File: config.mk
export PLATFORM = sky130hd
export DESIGN_NAME = rpsc_interlock_conditioner_flat
export DESIGN_NICKNAME = d
export VERILOG_FILES = /design/src/rtl/rpsc_pkg.sv /design/src/rtl/rpsc_interlock_conditioner_if.sv /design/src/rtl/rpsc_debounce.sv /design/src/rtl/rpsc_interlock_conditioner.sv /design/src/flat_wrapper.sv
export SDC_FILE = /design/constraint.sdc
export NUM_CORES = 1
export LEC_CHECK = 0
export BUFFER_PORTS_ARGS = -buffer_cell sky130_fd_sc_hd__buf_2
export CORE_UTILIZATION = 38
export DETAILED_ROUTE_END_ITERATION = 16
export PLACE_DENSITY = 0.61
export RECOVER_POWER = 50
export SLEW_MARGIN = 20
export SYNTH_ARGS = -nofsm -noshare
export SYNTH_HDL_FRONTEND = slang
export SYNTH_SLANG_ARGS = --single-unit
File: constraint.sdc
create_clock -name clk -period 9 [get_ports clk]
set_input_delay 0.9 -clock clk [delete_from_list [all_inputs] [get_ports clk]]
set_output_delay 0.9 -clock clk [all_outputs]
set_load 0.01 [all_outputs]
File: src/rtl/rpsc_pkg.sv
// Shared definitions for the RPSC interlock conditioner.
//   CLK_PERIOD_NS  : system clock period (1.28 us), shared with the 2 s / 4 s timers
//   DEBOUNCE_10MS  : stable cycles that make up 10 ms at that clock
//   rpsc_ilk_state_t : global interlock state (NORMAL / TRIPPED)
//   id_width()     : width of a channel index, never less than 1 bit
package rpsc_pkg;

   localparam int CLK_PERIOD_NS = 1280;
   localparam int DEBOUNCE_10MS = 7813;

   typedef enum logic {ST_NORMAL, ST_TRIPPED} rpsc_ilk_state_t;

   function automatic int id_width(input int n);
      return (n > 1) ? $clog2(n) : 1;
   endfunction

endpackage

File: src/rtl/rpsc_interlock_conditioner_if.sv
// Signal bundle between the field-contact side and the interlock conditioner.
//   raw_in, latch_mask, ack        : driven by the environment (master)
//   fault_out, any_fault, tripped,
//   first_fault_id/valid, trip_count,
//   state                          : driven by the conditioner (slave)
// There is no valid/ready handshake here: raw_in is asynchronous level
// data, latch_mask is quasi-static and ack is a synchronous pulse sampled
// on every clock edge (a held ack acts as one pulse per edge).
interface rpsc_interlock_conditioner_if #(parameter int N_CH = 8);
   import rpsc_pkg::*;

   localparam int ID_W = id_width(N_CH);

   logic [N_CH-1:0] raw_in;
   logic [N_CH-1:0] latch_mask;
   logic            ack;
   logic [N_CH-1:0] fault_out;
   logic            any_fault;
   logic            tripped;
   logic [ID_W-1:0] first_fault_id;
   logic            first_fault_valid;
   logic [15:0]     trip_count;
   rpsc_ilk_state_t state;

   modport master (
      output raw_in, latch_mask, ack,
      input  fault_out, any_fault, tripped, first_fault_id,
             first_fault_valid, trip_count, state
   );

   modport slave (
      input  raw_in, latch_mask, ack,
      output fault_out, any_fault, tripped, first_fault_id,
             first_fault_valid, trip_count, state
   );

endinterface

File: src/rtl/rpsc_debounce.sv
// One interlock channel: 2-flop synchroniser followed by a stable-time
// debounce. The level is accepted only after sync_q has differed from the
// debounced value for DEBOUNCE_CYCLES consecutive edges.
//   clk, reset : clock, asynchronous active-high reset
//   raw        : asynchronous contact input (1 = fault)
//   deb        : debounced level (registered)
//   deb_nxt    : value deb takes on the coming edge, so the top can react
//                on the same edge the level is accepted
module rpsc_debounce
   import rpsc_pkg::*;
#(
   parameter int DEBOUNCE_CYCLES = DEBOUNCE_10MS,
   parameter int CNT_W           = 13
) (
   input  logic clk,
   input  logic reset,
   input  logic raw,
   output logic deb,
   output logic deb_nxt
);

   localparam logic [CNT_W-1:0] LAST = CNT_W'(DEBOUNCE_CYCLES - 1);

   logic             meta;
   logic             sync_q;
   logic [CNT_W-1:0] cnt;
   logic [CNT_W-1:0] cnt_nxt;

   // Any sample equal to deb restarts the count, so glitches are rejected.
   always_comb begin
      deb_nxt = deb;
      cnt_nxt = '0;
      if (sync_q != deb) begin
         if (cnt == LAST) begin
            deb_nxt = sync_q;
         end else begin
            cnt_nxt = cnt + CNT_W'(1);
         end
      end
   end

   always_ff @(posedge clk or posedge reset) begin
      if (reset) begin
         meta   <= 1'b0;
         sync_q <= 1'b0;
         deb    <= 1'b0;
         cnt    <= '0;
      end else begin
         meta   <= raw;
         sync_q <= meta;
         deb    <= deb_nxt;
         cnt    <= cnt_nxt;
      end
   end

endmodule

File: src/rtl/rpsc_interlock_conditioner.sv
// Input conditioner in front of the card-2 interlock logic. Each channel is
// synchronised and debounced, optionally latched until an operator ack, and
// a global NORMAL/TRIPPED state records the first channel to fault.
//   clk, reset : 1.28 us clock, asynchronous active-high reset
//   bus        : rpsc_interlock_conditioner_if.slave (inputs raw_in,
//                latch_mask, ack; outputs fault_out, any_fault, tripped,
//                first_fault_id, first_fault_valid, trip_count, state)
// Build option: define RPSC_TRIP_COUNT_EN to build the saturating 16-bit
// trip counter; otherwise trip_count is tied to zero.
module rpsc_interlock_conditioner
   import rpsc_pkg::*;
#(
   parameter int N_CH            = 8,
   parameter int DEBOUNCE_CYCLES = DEBOUNCE_10MS,
   parameter int CNT_W           = 13
) (
   input logic                          clk,
   input logic                          reset,
   rpsc_interlock_conditioner_if.slave  bus
);

   localparam int ID_W = id_width(N_CH);

   logic [N_CH-1:0] deb;
   logic [N_CH-1:0] deb_nxt;
   logic [N_CH-1:0] rise;
   logic [N_CH-1:0] lat;
   logic [N_CH-1:0] lat_nxt;
   logic [N_CH-1:0] fault_nxt;
   logic [N_CH-1:0] fault;

   rpsc_ilk_state_t state;
   rpsc_ilk_state_t state_nxt;
   logic [ID_W-1:0] ff_id;
   logic [ID_W-1:0] ff_id_nxt;
   logic            ff_valid;
   logic            ff_valid_nxt;

   for (genvar i = 0; i < N_CH; i++) begin : g_ch
      rpsc_debounce #(
         .DEBOUNCE_CYCLES (DEBOUNCE_CYCLES),
         .CNT_W           (CNT_W)
      ) u_debounce (
         .clk     (clk),
         .reset   (reset),
         .raw     (bus.raw_in[i]),
         .deb     (deb[i]),
         .deb_nxt (deb_nxt[i])
      );
   end

   assign rise = deb_nxt & ~deb;

   // Set wins over ack: an active masked channel re-latches on the same edge.
   assign lat_nxt   = (deb & bus.latch_mask) | (lat & ~({N_CH{bus.ack}} & ~deb));
   // Leaving TRIPPED looks at the fault vector after this edge, so an ack that
   // clears the last latch also returns to NORMAL on that same edge.
   assign fault_nxt = deb_nxt | (lat_nxt & bus.latch_mask);
   assign fault     = deb | (lat & bus.latch_mask);

   always_comb begin
      state_nxt    = state;
      ff_id_nxt    = ff_id;
      ff_valid_nxt = ff_valid;
      case (state)
         ST_NORMAL: begin
            if (|rise) begin
               state_nxt    = ST_TRIPPED;
               ff_valid_nxt = 1'b1;
               // Descending scan so the lowest rising index is the one kept.
               for (int i = N_CH - 1; i >= 0; i--) begin
                  if (rise[i]) ff_id_nxt = ID_W'(i);
               end
            end
         end
         ST_TRIPPED: begin
            if (fault_nxt == '0) begin
               state_nxt    = ST_NORMAL;
               ff_valid_nxt = 1'b0;
               ff_id_nxt    = '0;
            end
         end
         default: state_nxt = ST_NORMAL;
      endcase
   end

   always_ff @(posedge clk or posedge reset) begin
      if (reset) begin
         lat      <= '0;
         state    <= ST_NORMAL;
         ff_id    <= '0;
         ff_valid <= 1'b0;
      end else begin
         lat      <= lat_nxt;
         state    <= state_nxt;
         ff_id    <= ff_id_nxt;
         ff_valid <= ff_valid_nxt;
      end
   end

`ifdef RPSC_TRIP_COUNT_EN
   logic [15:0] trip_cnt;
   logic        trip_evt;

   assign trip_evt = (state == ST_NORMAL) && (|rise);

   always_ff @(posedge clk or posedge reset) begin
      if (reset) begin
         trip_cnt <= 16'd0;
      end else if (trip_evt && (trip_cnt != 16'hFFFF)) begin
         trip_cnt <= trip_cnt + 16'd1;
      end
   end

   assign bus.trip_count = trip_cnt;
`else
   assign bus.trip_count = 16'd0;
`endif

   assign bus.fault_out         = fault;
   assign bus.any_fault         = |fault;
   assign bus.tripped           = (state == ST_TRIPPED);
   assign bus.first_fault_id    = ff_id;
   assign bus.first_fault_valid = ff_valid;
   assign bus.state             = state;

endmodule

File: src/flat_wrapper.sv
// flat-port wrapper written by rule: the top's interface ports become plain ports
module rpsc_interlock_conditioner_flat import rpsc_pkg::*;
#(
   parameter int N_CH            = 8,
   parameter int DEBOUNCE_CYCLES = DEBOUNCE_10MS,
   parameter int CNT_W           = 13
)
  (clk, reset, bus_raw_in, bus_latch_mask, bus_ack, bus_fault_out, bus_any_fault, bus_tripped, bus_first_fault_id, bus_first_fault_valid, bus_trip_count, bus_state);
  rpsc_interlock_conditioner_if #(.N_CH(N_CH)) bus_i ();
  input logic clk;
  input logic reset;
  input wire logic [$bits(bus_i.raw_in)-1:0] bus_raw_in;
  input wire logic [$bits(bus_i.latch_mask)-1:0] bus_latch_mask;
  input wire logic [$bits(bus_i.ack)-1:0] bus_ack;
  output wire logic [$bits(bus_i.fault_out)-1:0] bus_fault_out;
  output wire logic [$bits(bus_i.any_fault)-1:0] bus_any_fault;
  output wire logic [$bits(bus_i.tripped)-1:0] bus_tripped;
  output wire logic [$bits(bus_i.first_fault_id)-1:0] bus_first_fault_id;
  output wire logic [$bits(bus_i.first_fault_valid)-1:0] bus_first_fault_valid;
  output wire logic [$bits(bus_i.trip_count)-1:0] bus_trip_count;
  output wire logic [$bits(bus_i.state)-1:0] bus_state;
  assign bus_i.raw_in = bus_raw_in;
  assign bus_i.latch_mask = bus_latch_mask;
  assign bus_i.ack = bus_ack;
  assign bus_fault_out = bus_i.fault_out;
  assign bus_any_fault = bus_i.any_fault;
  assign bus_tripped = bus_i.tripped;
  assign bus_first_fault_id = bus_i.first_fault_id;
  assign bus_first_fault_valid = bus_i.first_fault_valid;
  assign bus_trip_count = bus_i.trip_count;
  assign bus_state = bus_i.state;
  rpsc_interlock_conditioner #(.N_CH(N_CH), .DEBOUNCE_CYCLES(DEBOUNCE_CYCLES), .CNT_W(CNT_W)) u_core (.clk(clk), .reset(reset), .bus(bus_i));
endmodule
After elaboration in Yosys (flattened, before gate mapping)
Cells that the tools add are included.
- input port bits: 19
- word-level logic and storage cells: 129
- flip-flop bits (word level): 141
- output and inout port bits: 31
- bitwise logic cells: 12
- muxes and demuxes: 49
- $add $sub $neg: 8
- reductions and logical operators: 5
- eq/ne operators: 19
- operator list (operator ; number):
    $mux 13 ; 16
    $add 13x1->13 const B ; 8
    $eq 13x13->1 const B ; 8
    $and 8x8->8 ; 6
    $mux 3 ; 10
    $or 8x8->8 ; 3
    $mux 1 ; 20
    $not 8->8 ; 2
    $reduce_or 8->1 ; 2
    $ne 9x1->1 const B ; 1
    $logic_not 8->1 ; 1
    $ne 1x1->1 ; 8
    $pmux 3 s2 ; 1
    $pmux 1 s2 ; 2
    $reduce_and 3->1 ; 1
    $ne 2x1->1 const B ; 1
    $ne 2x2->1 const B ; 1
    $reduce_and 2->1 ; 1
    $not 1->1 ; 1

Logic depth before layout (Yosys ltp)
Gate-level depths: netlist of run 1.
- depth in word-level cells: 14
- gate-level depth with buffers: 8
- mapped depth without buffers: 8

Cells and area by module
A second synthesis of run 1 with hierarchy kept.
- cells, all modules: 717
- area total of the unflattened synthesis: 7044.3 um^2
- modules (own cells, without submodules) (module ; sequential area each (um^2) ; area each (um^2) ; cells an instance ; times used):
    rpsc_debounce ; 400.4 ; 758.2 ; 74 ; 8
    rpsc_interlock_conditioner ; 325.3 ; 978.4 ; 125 ; 1

Worst setup path before layout of run 1
Ideal clock, no wire load.
- path kind: input -> output
- start point: input bus_latch_mask[6]
- end point: output bus_any_fault
- buffers on the path: 0
- stages on the path: 3
- required time: 8.100 ns
- slack: 6.636 ns
- arrival: 1.464 ns
- cells stage by stage: a21o_1 -> nor4_1 -> nand2_1
- cells in the longest elaborated chain, start to end: 3
- RTL lines (what ; line ; RTL):
    start: declaration ; flat_wrapper.sv:13 ; input wire logic [$bits(bus_i.latch_mask)-1:0] bus_latch_mask;
    $and 8x8->8 ; rpsc_interlock_conditioner.sv:59 ; assign fault = deb | (lat & bus.latch_mask);
    $or 8x8->8 ; rpsc_interlock_conditioner.sv:59 ;
    $reduce_or 8->1 ; rpsc_interlock_conditioner.sv:121 ; assign bus.any_fault = |fault;
    end: declaration ; flat_wrapper.sv:16 ; output wire logic [$bits(bus_i.any_fault)-1:0] bus_any_fault;
No other way between the ends.

==> results of run 1 <==
-- through the flow --
stage / area (sq um) / util / hold WS [ps] / power (uW)
after floorplan: 6920 / - / 331 / 710
after global placement: 7220 / 0.413 / 340 / 721
after detailed placement: 7220 / 0.413 / 336 / 725
after CTS: 7720 / 0.442 / 348 / 1340
after global routing: 7670 / 0.439 / 361 / 1380
final: 7670 / 0.439 / 345 / 1320
-- area by class of cell --
type                       count  share of cell area
multi-input combinational    481               0.401
timing repair buffer          34              0.0222
sequential                   141               0.460
tap                          225              0.0367
clock buffer                  27              0.0643
inverter                      29              0.0144
clock inverter                 2             0.00130
-- critical path, delay by kind of cell --
family	cells	cell delay [ps]
buffers and inverters	3	2740
-- logic make-up (layout without fill, tap and decap cells) --
logic type,Yosys count,count (layout),synth area share
AOI/OAI and AO/OA,27,27,0.0279
xor gates and xnor gates,95,95,0.121
adders and majority gates,16,16,0.0292
buffers and inverters,54,92,0.0388
DFF,141,141,0.514
muxes,10,10,0.0195
other,1,16,0.000546
and+or+nand+nor,317,317,0.249
-- registers in the layout, summed over array words and instances, names as in the netlist --
register	cells
u_core.g_ch.u_debounce.cnt	104
u_core.bus.first_fault_id	3
u_core.g_ch.u_debounce.deb	8
u_core.bus.first_fault_valid	1
u_core.lat	8
u_core.g_ch.u_debounce.sync_q	8
u_core.bus.state	1
u_core.g_ch.u_debounce.meta	8
-- Yosys cell counts (2+ instances only) --
cell      instances
nor4_1            2
and4b_1           7
xnor2_1          35
clkbuf_1          8
and3_1           49
nor4_4            2
a21o_1            7
nand3_1          42
and4_1            3
dfrtp_1         141
buf_4            17
nand4_1           6
nor2b_1          13
and4bb_2          4
ha_1             16
o21ai_0           8
nor3_1            4
nand3_2           4
nand2_1          35
mux2_2            2
a21oi_1           3
xor2_1           60
nand2b_1          2
and4bb_1         10
nor2_1          129
inv_1            29
o21a_1            2
mux2_4            6
-- power groups by stage --
stage          clock network (uW)  registers [uW]  logic [uW]
6_report                      611             660        51.7
5_1_grt                       660             662        61.1
4_1_cts                       630             660        53.9
3_5_place_dp                    0             671        53.9
3_3_place_gp                    0             670        51.1
2_1_floorplan                   0             667        42.7
-- final timing paths --
path,startpoint,endpoint,slack (ps),cells past startpoint
setup / recovery,reset,u_core.g_ch[6].u_debounce.cnt[12],5730,3
hold / removal,u_core.g_ch[3].u_debounce.meta,u_core.g_ch[3].u_debounce.sync_q,350,0
setup reg to reg,u_core.g_ch[7].u_debounce.cnt[8],u_core.bus.first_fault_id[1],6490,6
hold reg to reg,u_core.g_ch[3].u_debounce.meta,u_core.g_ch[3].u_debounce.sync_q,350,0
max in group clk,bus_latch_mask[2],bus_any_fault,6310,5
min in group asynchronous,reset,u_core.lat[3],1330,2
-- layout by cell type, fill, tap and decap left out, types with 17 or more instances in the layout --
cell type / netlist / routed
nand2_1: 35 / 35
xor2_1: 60 / 60
xnor2_1: 35 / 35
and3_1: 49 / 49
clkbuf_16: 0 / 17
nand3_1: 42 / 46
buf_2: 0 / 31
inv_1: 29 / 28
dfrtp_1: 141 / 141
nor2_1: 129 / 129
-- per-layer routing --
metal / track usage / vias to the layer above
li1: - / 2253
met1: 0.211 / 2247
met2: 0.245 / 78
met3: 0.0425 / 26
met4: 0.0765 / 0
met5: 0 / -
==> metrics.yaml, run 1 <==
clock_tree:
  post_cts.repair.setup_buffers: 0
  cts_buffer_depth: 2
  hold_buffers: 0
  htree_num_levels: 4
  cts_resized: 0
  clock_latency_ps: 420
  cts_root_buf: "clkbuf_16"
  numCtsBuffers: 17
  clock-sinks: 141
  tritoncts: "built"
  path_clk_slew_ps: 50
power_and_ir_drop:
  clkPwrFrac: 0.462
  power.density_nw_per_um2: 172
  swShare: 0.220
  switchingPower_uw: 292
  p_comb_frac: 0.039
  p_int_uw: 1030
  ir_worst_vdd_v: 0.000128
  p_leak_uw: 0.00381
  power_frac_seq: 0.499
timing:
  period_needed_ps: 3270
  finalClockSkew_ps: 9.22
  setup_ws_ps: 5730
  worstMarginPinSlew_ps: 2950
  rsz0062_at_grt: "false"
  max_freq_mhz: 306
  fin_crit_sh: 0.363
  setup_viol: 0
  maxSlewHeadroom: -0.975
  slew_viol_final: 68
  hold_violations: 0
  setup_tns_ps: 0
yosys:
  ys_seq_area_frac: 0.514
  postSynthCellCount: 661
  synth_edf_count: 0
  yosys.area.top_type_share: 0.514
  ys_ff_latch: 141
  synth_area_per_cell_sq_um: 10.4
  yosys_most_used_dff: "dfrtp_1"
  syn_area_sq_um: 6860
  synthArstFlopShare: 1.00
  synthTopCellsByArea: "dfrtp_1, xor2_1, nor2_1"
  ys_types: 43
  yosysWarnings: 0
  yosys.area.top_type: "dfrtp_1"
die:
  rows: 48
  die_area_sq_um: 18600
  io_pins: 50
  die_x_um: 136
  die_height_um: 136
  initial_utilization: 0.393
  core_area_sq_um: 17500
worst_setup_path:
  path_cells: "buf_2, clkinvlp_2, buf_4"
  max_stage_delay_ps: 1660
  cp.arrival_ps: 3680
  crit_path_start_kind: "input port"
  crit_required_ps: 9410
  crit_fanout: 75
  endpoint_kind: "asynchronous set/reset pin"
  crit_type: "in2async"
  worst_path_max_delay_cell: "clkinvlp_2"
global_route:
  grt_usage: 0.160
  grt_start_max_net_pins: 76
  gr-total-overflow: 0
  antenna_found_initial: 0
  grt_pass1_vias: 4737
  grt_pass1_wl_um: 22700
detailed_routing:
  top_layer: "met4"
  wl_met1_um: 6290
  routed_via_density: 4.90
  ant_nets: 0
  vias: 4604
  drt-initial-drc-count: 227
  drc: 0
  route.met2.wl_um: 6200
  totalWireLength_um: 13400
  firstDrtPassIters: 4
  dr_wl_met3_um: 603
  wl_per_cell_um: 14.3
placement:
  hpwl_um: 9550
  dp.cells: 910
  gp_congestion: 0.778
  portBuffers: 33
  post-place-ws_ps: 6320
cells_and_area:
  nNetsFinal: 739
  area_growth_pct: 11.8
  fillers: 1630
  register_area_sq_um: 3530
  multi_input_area_sq_um: 3080
  diodes: 0
  drive_above_1_share: 0.0938
  finalNonFillerCells: 939
status:
  status: "finished, violations left"
  failed_checks: "capacitance limit, slew limit"
hold_path:
  worstHoldPathType: "reg2reg"
job:
  cap_violations: 1
(Power assumes the default switching activity.)
==> inputs of run 2 (changes only) <==
--- a/config.mk
+++ b/config.mk
@@ -8,7 +8,7 @@
 export BUFFER_PORTS_ARGS = -buffer_cell sky130_fd_sc_hd__buf_2
 export CORE_UTILIZATION = 38
 export DETAILED_ROUTE_END_ITERATION = 16
-export PLACE_DENSITY = 0.61
+export PLACE_DENSITY = 0.63
 export RECOVER_POWER = 50
 export SLEW_MARGIN = 20
 export SYNTH_ARGS = -nofsm -noshare
==> constraint.sdc (replaced) <==
create_clock -name clk -period 2.6 [get_ports clk]
set_input_delay 0.26 -clock clk [delete_from_list [all_inputs] [get_ports clk]]
set_output_delay 0.26 -clock clk [all_outputs]
set_load 0.01 [all_outputs]
==> run 2 against run 1 <==
Worst hold slack got worse by 230 ps. Clock skew fell by 3.3 ps. Critical path depth rose by 5. Sequential power rose to 3.5 times the previous value. Highest routed layer unchanged. Die area did not move. First-iteration DRC count fell by 18%. Non-clock buffer count rose by 11. Via count fell by 1.7%. Final area rose by 4.5%. Combinational power rose to 3.7 times the previous value. The run now ends clean.
==> metrics.yaml, run 2 (synthesis gave the netlist of run 1 again) <==
die:
  initial_utilization: 0.393  # unchanged
  die_area_sq_um: 18600  # unchanged
  die_height_um: 136  # unchanged
  io_pins: 50  # unchanged
  rows: 48  # unchanged
  core_area_sq_um: 17500  # unchanged
  die_x_um: 136  # unchanged
power_and_ir_drop:
  power.density_nw_per_um2: 662  # was 172 nW/um^2
  p_comb_frac: 0.036  # was 0.039
  clkPwrFrac: 0.534  # was 0.462
  p_leak_uw: 0.00398  # was 0.00381 uW
  ir_worst_vdd_v: 0.000478  # was 0.000128 V
  p_int_uw: 4230  # was 1030 uW
  power_frac_seq: 0.430  # was 0.499
  switchingPower_uw: 1070  # was 292 uW
  swShare: 0.203  # was 0.220
  fin_total_pwr_uw: 5300  # was 1320 uW
detailed_routing:
  wl_per_cell_um: 13.2  # was 14.3 um
  vias: 4524  # was 4604
  drc: 0  # unchanged
  firstDrtPassIters: 4  # unchanged
  ant_nets: 0  # unchanged
  drt-initial-drc-count: 186  # was 227
  totalWireLength_um: 12600  # was 13400 um
  routed_via_density: 4.74  # was 4.90
clock_tree:
  clock_latency_ps: 420  # about the same
  cts_resized: 0  # unchanged
  cts_buffer_depth: 2  # unchanged
  clock-sinks: 141  # unchanged
  htree_num_levels: 4  # unchanged
  tritoncts: "built"  # unchanged
  cts_root_buf: "clkbuf_16"  # unchanged
  numCtsBuffers: 17  # unchanged
  path_clk_slew_ps: 60  # was 50 ps
  hold_buffers: 9  # was 0
  post_cts.repair.setup_buffers: 0  # unchanged
placement:
  gp_congestion: 0.803  # was 0.778
  portBuffers: 33  # unchanged
  hpwl_um: 8790  # was 9550 um
worst_setup_path:
  max_stage_delay_ps: 400  # was 1660 ps
  worst_path_max_delay_cell: "dfrtp_1"  # was clkinvlp_2
  crit_family: "simple AND/OR/NAND/NOR gates"  # was buffers and inverters
  endpoint_kind: "flip-flop"  # was asynchronous set/reset pin
  crit_required_ps: 2900  # was 9410 ps
  crit_path_start_kind: "flip-flop"  # was input port
  crit_type: "reg2reg"  # was in2async
  critPathBufInv: 1  # was 3
  cp.arrival_ps: 2610  # was 3680 ps
  path_cells: "inv_1, ha_1, and4bb_1, and4_1, nor3_1, nand4_1, a32oi_2, mux2_4"  # was buf_2, clkinvlp_2, buf_4
  crit_fanout: 5  # was 75
global_route:
  grt_usage: 0.151  # was 0.160
  antenna_found_initial: 0  # unchanged
  grt_start_max_net_pins: 71  # was 76
  grt_pass1_wl_um: 21600  # was 22700 um
  gr-total-overflow: 0  # unchanged
  grt_pass1_vias: 4475  # was 4737
status:
  status: "finished clean"  # was finished, violations left
cells_and_area:
  drive_above_1_share: 0.120  # was 0.0938
  area_growth_pct: 16.8  # was 11.8%
  top_register: "u_core.g_ch.u_debounce.cnt"  # unchanged
  fillers: 1625  # was 1630
  nNetsFinal: 750  # was 739
  final_cell_mix: "dfrtp_1, nor2_1, xor2_1"  # unchanged
  mostFrequentLayoutCell: "dfrtp_1"  # unchanged
  largest_reg_flops: 104  # unchanged
timing:
  worstMarginPinSlew_ps: 1130  # was 2950 ps
  max_freq_mhz: 433
  fin_crit_sh: 0.889
  setup_viol: 0  # unchanged
  slew_viol_final: 0  # was 68
  setup_tns_ps: 0  # unchanged
  hold_violations: 0  # unchanged
  rsz0062_at_grt: "false"  # unchanged
  finalClockSkew_ps: 5.92  # was 9.22 ps
  period_needed_ps: 2310
  maxSlewHeadroom: 0.244  # was -0.975
hold_path:
  worstHoldPathType: "in2reg"  # was reg2reg
job:
  cap_violations: 0  # was 1
run 2: power by group through the flow:
stage	sequential [uW]	clock (uW)	combinational, uW
2_1_floorplan	2310	0	148
3_3_place_gp	2320	0	190
3_5_place_dp	2320	0	190
4_1_cts	2280	2890	202
5_1_grt	2290	2980	225
6_report	2280	2830	190
run 2: layout make-up:
type | instances | area (sq um) | share of cell area
diodes | 1 | 2.50 | 0.000312
clock buffers | 22 | 494 | 0.0617
clock inverters | 10 | 206 | 0.0258
inverters | 29 | 110 | 0.0137
multi-input cells | 481 | 3120 | 0.389
flip-flops and latches | 141 | 3530 | 0.440
well taps | 225 | 282 | 0.0351
repair buffers | 45 | 270 | 0.0337
run 2: per-stage QoR:
stage	cell area (sq um)	std cells	util	hold slack (ps)	setup WS, ps
6_report	8010	954	0.459	115	289
3_3_place_gp	7260	912	0.415	317	357
5_1_grt	8010	953	0.458	119	98.5
2_1_floorplan	6920	676	-	291	431
4_1_cts	8050	953	0.461	88.9	290
3_5_place_dp	7260	912	0.415	320	307
run 2: path summary, 6_finish.rpt:
kind	start	to	slack [ps]	cells past startpoint
max in group asynchronous	reset	u_core.g_ch[5].u_debounce.deb	520	4
min in group asynchronous	reset	u_core.g_ch[5].u_debounce.cnt[11]	540	3
hold / removal	bus_latch_mask[1]	u_core.lat[1]	110	3
setup / recovery	u_core.g_ch[1].u_debounce.cnt[0]	u_core.bus.first_fault_id[1]	290	8
setup reg to reg	u_core.g_ch[1].u_debounce.cnt[0]	u_core.bus.first_fault_id[1]	290	8
hold reg to reg	u_core.g_ch[6].u_debounce.meta	u_core.g_ch[6].u_debounce.sync_q	350	0
run 2: metal layers:
metal	GRT usage	share of wire	vias to the layer above
li1	-	-	2283
met1	0.201	0.49	2174
met2	0.228	0.45	47
met3	0.0425	0.035	20
met4	0.0667	0.024	0
met5	0	0	-
run 2: worst reg2reg max path: cells and delay by family, from the launching register on:
| kind | cells | cell delay (ps) |
|---|---|---|
| compound gates | 1 | 310 |
| buf+inv | 1 | 60 |
| simple gates | 4 | 900 |
| mux | 1 | 330 |
| flops | 1 | 400 |
| fa+ha+maj | 1 | 190 |
==> inputs of run 3 (changes only) <==
--- a/config.mk
+++ b/config.mk
@@ -6,11 +6,14 @@
 export NUM_CORES = 1
 export LEC_CHECK = 0
 export BUFFER_PORTS_ARGS = -buffer_cell sky130_fd_sc_hd__buf_2
+export CORE_MARGIN = 2
 export CORE_UTILIZATION = 38
 export DETAILED_ROUTE_END_ITERATION = 16
-export PLACE_DENSITY = 0.63
+export GPL_TIMING_DRIVEN = 1
+export PLACE_DENSITY = 0.62
 export RECOVER_POWER = 50
 export SLEW_MARGIN = 20
 export SYNTH_ARGS = -nofsm -noshare
 export SYNTH_HDL_FRONTEND = slang
+export SYNTH_HIERARCHICAL = 1
 export SYNTH_SLANG_ARGS = --single-unit
==> run 3 against run 2 <==
The flow now finishes with violations (DRC). Clock-buffer cell count down 2. Non-clock buffer count up 16. Via count up 8.1%. Final cell count up 7.1%. Sequential power about the same. Critical path depth unchanged. Setup slack worse by 240 ps. Flip-flop and latch count unchanged. Sequential share of layout area down 1.1 points. Wire length up 6.9%. Critical path type unchanged. Largest power group unchanged. Highest routed layer unchanged.
==> metrics.yaml, run 3 <==
cells_and_area:
  top_register: "u_core/g_ch.u_debounce/cnt"  # was u_core.g_ch.u_debounce.cnt
  final_cell_mix: "dfrtp_1, nor2_1, xnor2_1"  # was dfrtp_1, nor2_1, xor2_1
  largest_reg_flops: 104  # unchanged
  area_growth_pct: 16.6  # was 16.8%
  nNetsFinal: 813  # was 750
  drive_above_1_share: 0.149  # was 0.120
  finalNonFillerCells: 1022  # was 954
  mostFrequentLayoutCell: "dfrtp_1"  # unchanged
  fin_area_sq_um: 8210  # was 8010 sq um
timing:
  worst_hold_slack_ps: 147  # was 115 ps
  period_needed_ps: 2550  # was 2310 ps
  hold_violations: 0  # unchanged
  fin_crit_sh: 0.980  # was 0.889
  finalClockSkew_ps: 6.86  # was 5.92 ps
  rsz0062_at_grt: "true"  # was false
  worstMarginPinSlew_ps: 672  # was 1130 ps
  setup_ws_ps: 50.9  # was 289 ps
  slew_viol_final: 0  # unchanged
  maxSlewHeadroom: 0.548  # was 0.244
  max_freq_mhz: 392  # was 433 MHz
  setup_viol: 0  # unchanged
placement:
  portBuffers: 33  # unchanged
  dpl-instance-area_sq_um: 7390  # was 7260 sq um
  post-place-ws_ps: 61.7  # was 307 ps
  dp.cells: 974  # was 912
  gp_congestion: 0.801  # was 0.803
  hpwl_um: 9480  # was 8790 um
yosys:
  syn_area_sq_um: 7040  # was 6860 sq um
  yosys.area.top_type_share: 0.501  # was 0.514
  synth-adder-area-share: 0.0284  # was 0.0292
  ys_types: 35  # was 43
  ys_seq_area_frac: 0.501  # was 0.514
  synth_area_per_cell_sq_um: 9.82  # was 10.4 sq um
  synth_top_family_by_area: "simple AND/OR/NAND/NOR gates"  # unchanged
  synth_edf_count: 0  # unchanged
  yosysWarnings: 6  # was 0
  synthTopCellsByArea: "dfrtp_1, xnor2_1, nor2_1"  # was dfrtp_1, xor2_1, nor2_1
  postSynthCellCount: 717  # was 661
  synth_compound_gate_area_share: 0.0297  # was 0.0279
  yosys.area_share.xor_xnor: 0.119  # was 0.121
  synthSimpleGateAreaFrac: 0.245  # was 0.249
  synth_common_cells: "dfrtp_1, nor2_1, xnor2_1"  # was dfrtp_1, nor2_1, xor2_1
  synthArstFlopShare: 1.00  # unchanged
  synth_mux_area_frac: 0.0128  # was 0.0195
  ys_ff_latch: 141  # unchanged
  synth_most_common_cell: "dfrtp_1"  # unchanged
  yosys_most_used_dff: "dfrtp_1"  # unchanged
  yosys.area.top_type: "dfrtp_1"  # unchanged
clock_tree:
  path_clk_slew_ps: 60  # about the same
  cts_root_buf: "clkbuf_16"  # unchanged
  cts_buffer_depth: 2  # unchanged
  tritoncts: "built"  # unchanged
  clock_latency_ps: 420  # about the same
  htree_num_levels: 4  # unchanged
  numCtsBuffers: 17  # unchanged
  clock-sinks: 141  # unchanged
power_and_ir_drop:
  ir_worst_vdd_v: 0.000467  # was 0.000478 V
  power.density_nw_per_um2: 605  # was 662 nW/um^2
  fin_total_pwr_uw: 4970  # was 5300 uW
  p_leak_uw: 0.00366  # was 0.00398 uW
worst_setup_path:
  cp.arrival_ps: 2820  # was 2610 ps
  endpoint_kind: "flip-flop"  # unchanged
  crit_required_ps: 2880  # was 2900 ps
  crit_type: "reg2reg"  # unchanged
  crit_fanout: 5  # unchanged
  crit_path_start_kind: "flip-flop"  # unchanged
detailed_routing:
  totalWireLength_um: 13500  # was 12600 um
  drt-initial-drc-count: 275  # was 186
  ant_nets: 0  # unchanged
  firstDrtPassIters: 11  # was 4
  drc: 4  # was 0
  routed_via_density: 4.78  # was 4.74
  wl_per_cell_um: 13.2  # about the same
  vias: 4890  # was 4524
die:
  die_x_um: 140  # was 136 um
  die_area_sq_um: 19600  # was 18600 sq um
  core_area_sq_um: 18100  # was 17500 sq um
  initial_utilization: 0.389  # was 0.393
  die_height_um: 140  # was 136 um
  rows: 49  # was 48
  io_pins: 50  # unchanged
global_route:
  grt_usage: 0.148  # was 0.151
  antenna_found_initial: 3  # was 0
  gr-total-overflow: 0  # unchanged
  grt_pass1_wl_um: 23100  # was 21600 um
  grt_pass1_vias: 4696  # was 4475
  grt_start_max_net_pins: 17  # was 71
job:
  cap_violations: 0  # unchanged
hold_path:
  worstHoldPathType: "in2reg"  # unchanged
status:
  failed_checks: "DRC"
  status: "finished, violations left"  # was finished clean
## run 3: area by class of cell
class,count,area (sq um)
clock buffers,20,467
clock inverters,11,141
repair buffers,61,394
well taps,229,287
inverters,48,180
diodes,3,7.51
flip-flops and latches,141,3530
fillers,1718,9870
multi-input cells,509,3210
## run 3: logic make-up after synthesis
| group | count (synthesis) |
|---|---|
| other | 1 |
| and+or+nand+nor | 341 |
| buffers and inverters | 82 |
| xor gates and xnor gates | 96 |
| muxes | 8 |
| DFF | 141 |
| adders and majority gates | 16 |
| AOI/OAI and AO/OA | 32 |
## run 3: through the flow
step            util  TNS (ps)
5_1_grt        0.454      -156
4_1_cts        0.447         0
3_5_place_dp   0.409         0
2_1_floorplan      -         0
6_report       0.454         0
3_3_place_gp   0.409         0
## run 3: routing by layer
layer	up-vias	GRT usage	wire length, um
met4	0	0.0553	213
met1	2344	0.207	6680
met3	14	0.0403	511
li1	2474	-	-
met5	-	0	0
met2	58	0.221	6080
## run 3: worst paths after layout
| check | from | to | slack [ps] | cells past startpoint |
|---|---|---|---|---|
| setup reg to reg | u_core/g_ch[4].u_debounce/cnt[3] | u_core/bus.first_fault_id[1] | 50 | 8 |
| hold / removal | bus_latch_mask[6] | u_core/lat[6] | 150 | 3 |
| max in group asynchronous | reset | u_core/g_ch[1].u_debounce/cnt[2] | 1950 | 2 |
| min in group asynchronous | reset | u_core/lat[5] | 190 | 2 |
| hold reg to reg | u_core/g_ch[5].u_debounce/meta | u_core/g_ch[5].u_debounce/sync_q | 360 | 0 |
| setup / recovery | u_core/g_ch[4].u_debounce/cnt[3] | u_core/bus.first_fault_id[1] | 50 | 8 |
## run 3: report_power, final
group          internal (uW)  switching (uW)  total, uW
logic                   68.3             149        217
clock network           1570             899       2470
registers               2240            43.8       2280
total                   3880            1090       4970
## run 3: repair_timing
item | in CTS | in global routing
setup endpoints to repair | 0 | 5
hold buffers | 8 | 0
gates resized for setup | 0 | 15
endpoints found under the hold margin | 8 | 0
setup buffers | 0 | 6
## run 3: worst max-delay path, stage by stage (launching register included)
cell and delay, ps:
dfrtp_1 370, or3_4 400, nor4_4 330, mux2_4 350, buf_4 140, nor4_2 240
nand4b_1 190, nor3_4 260, o22ai_1 130
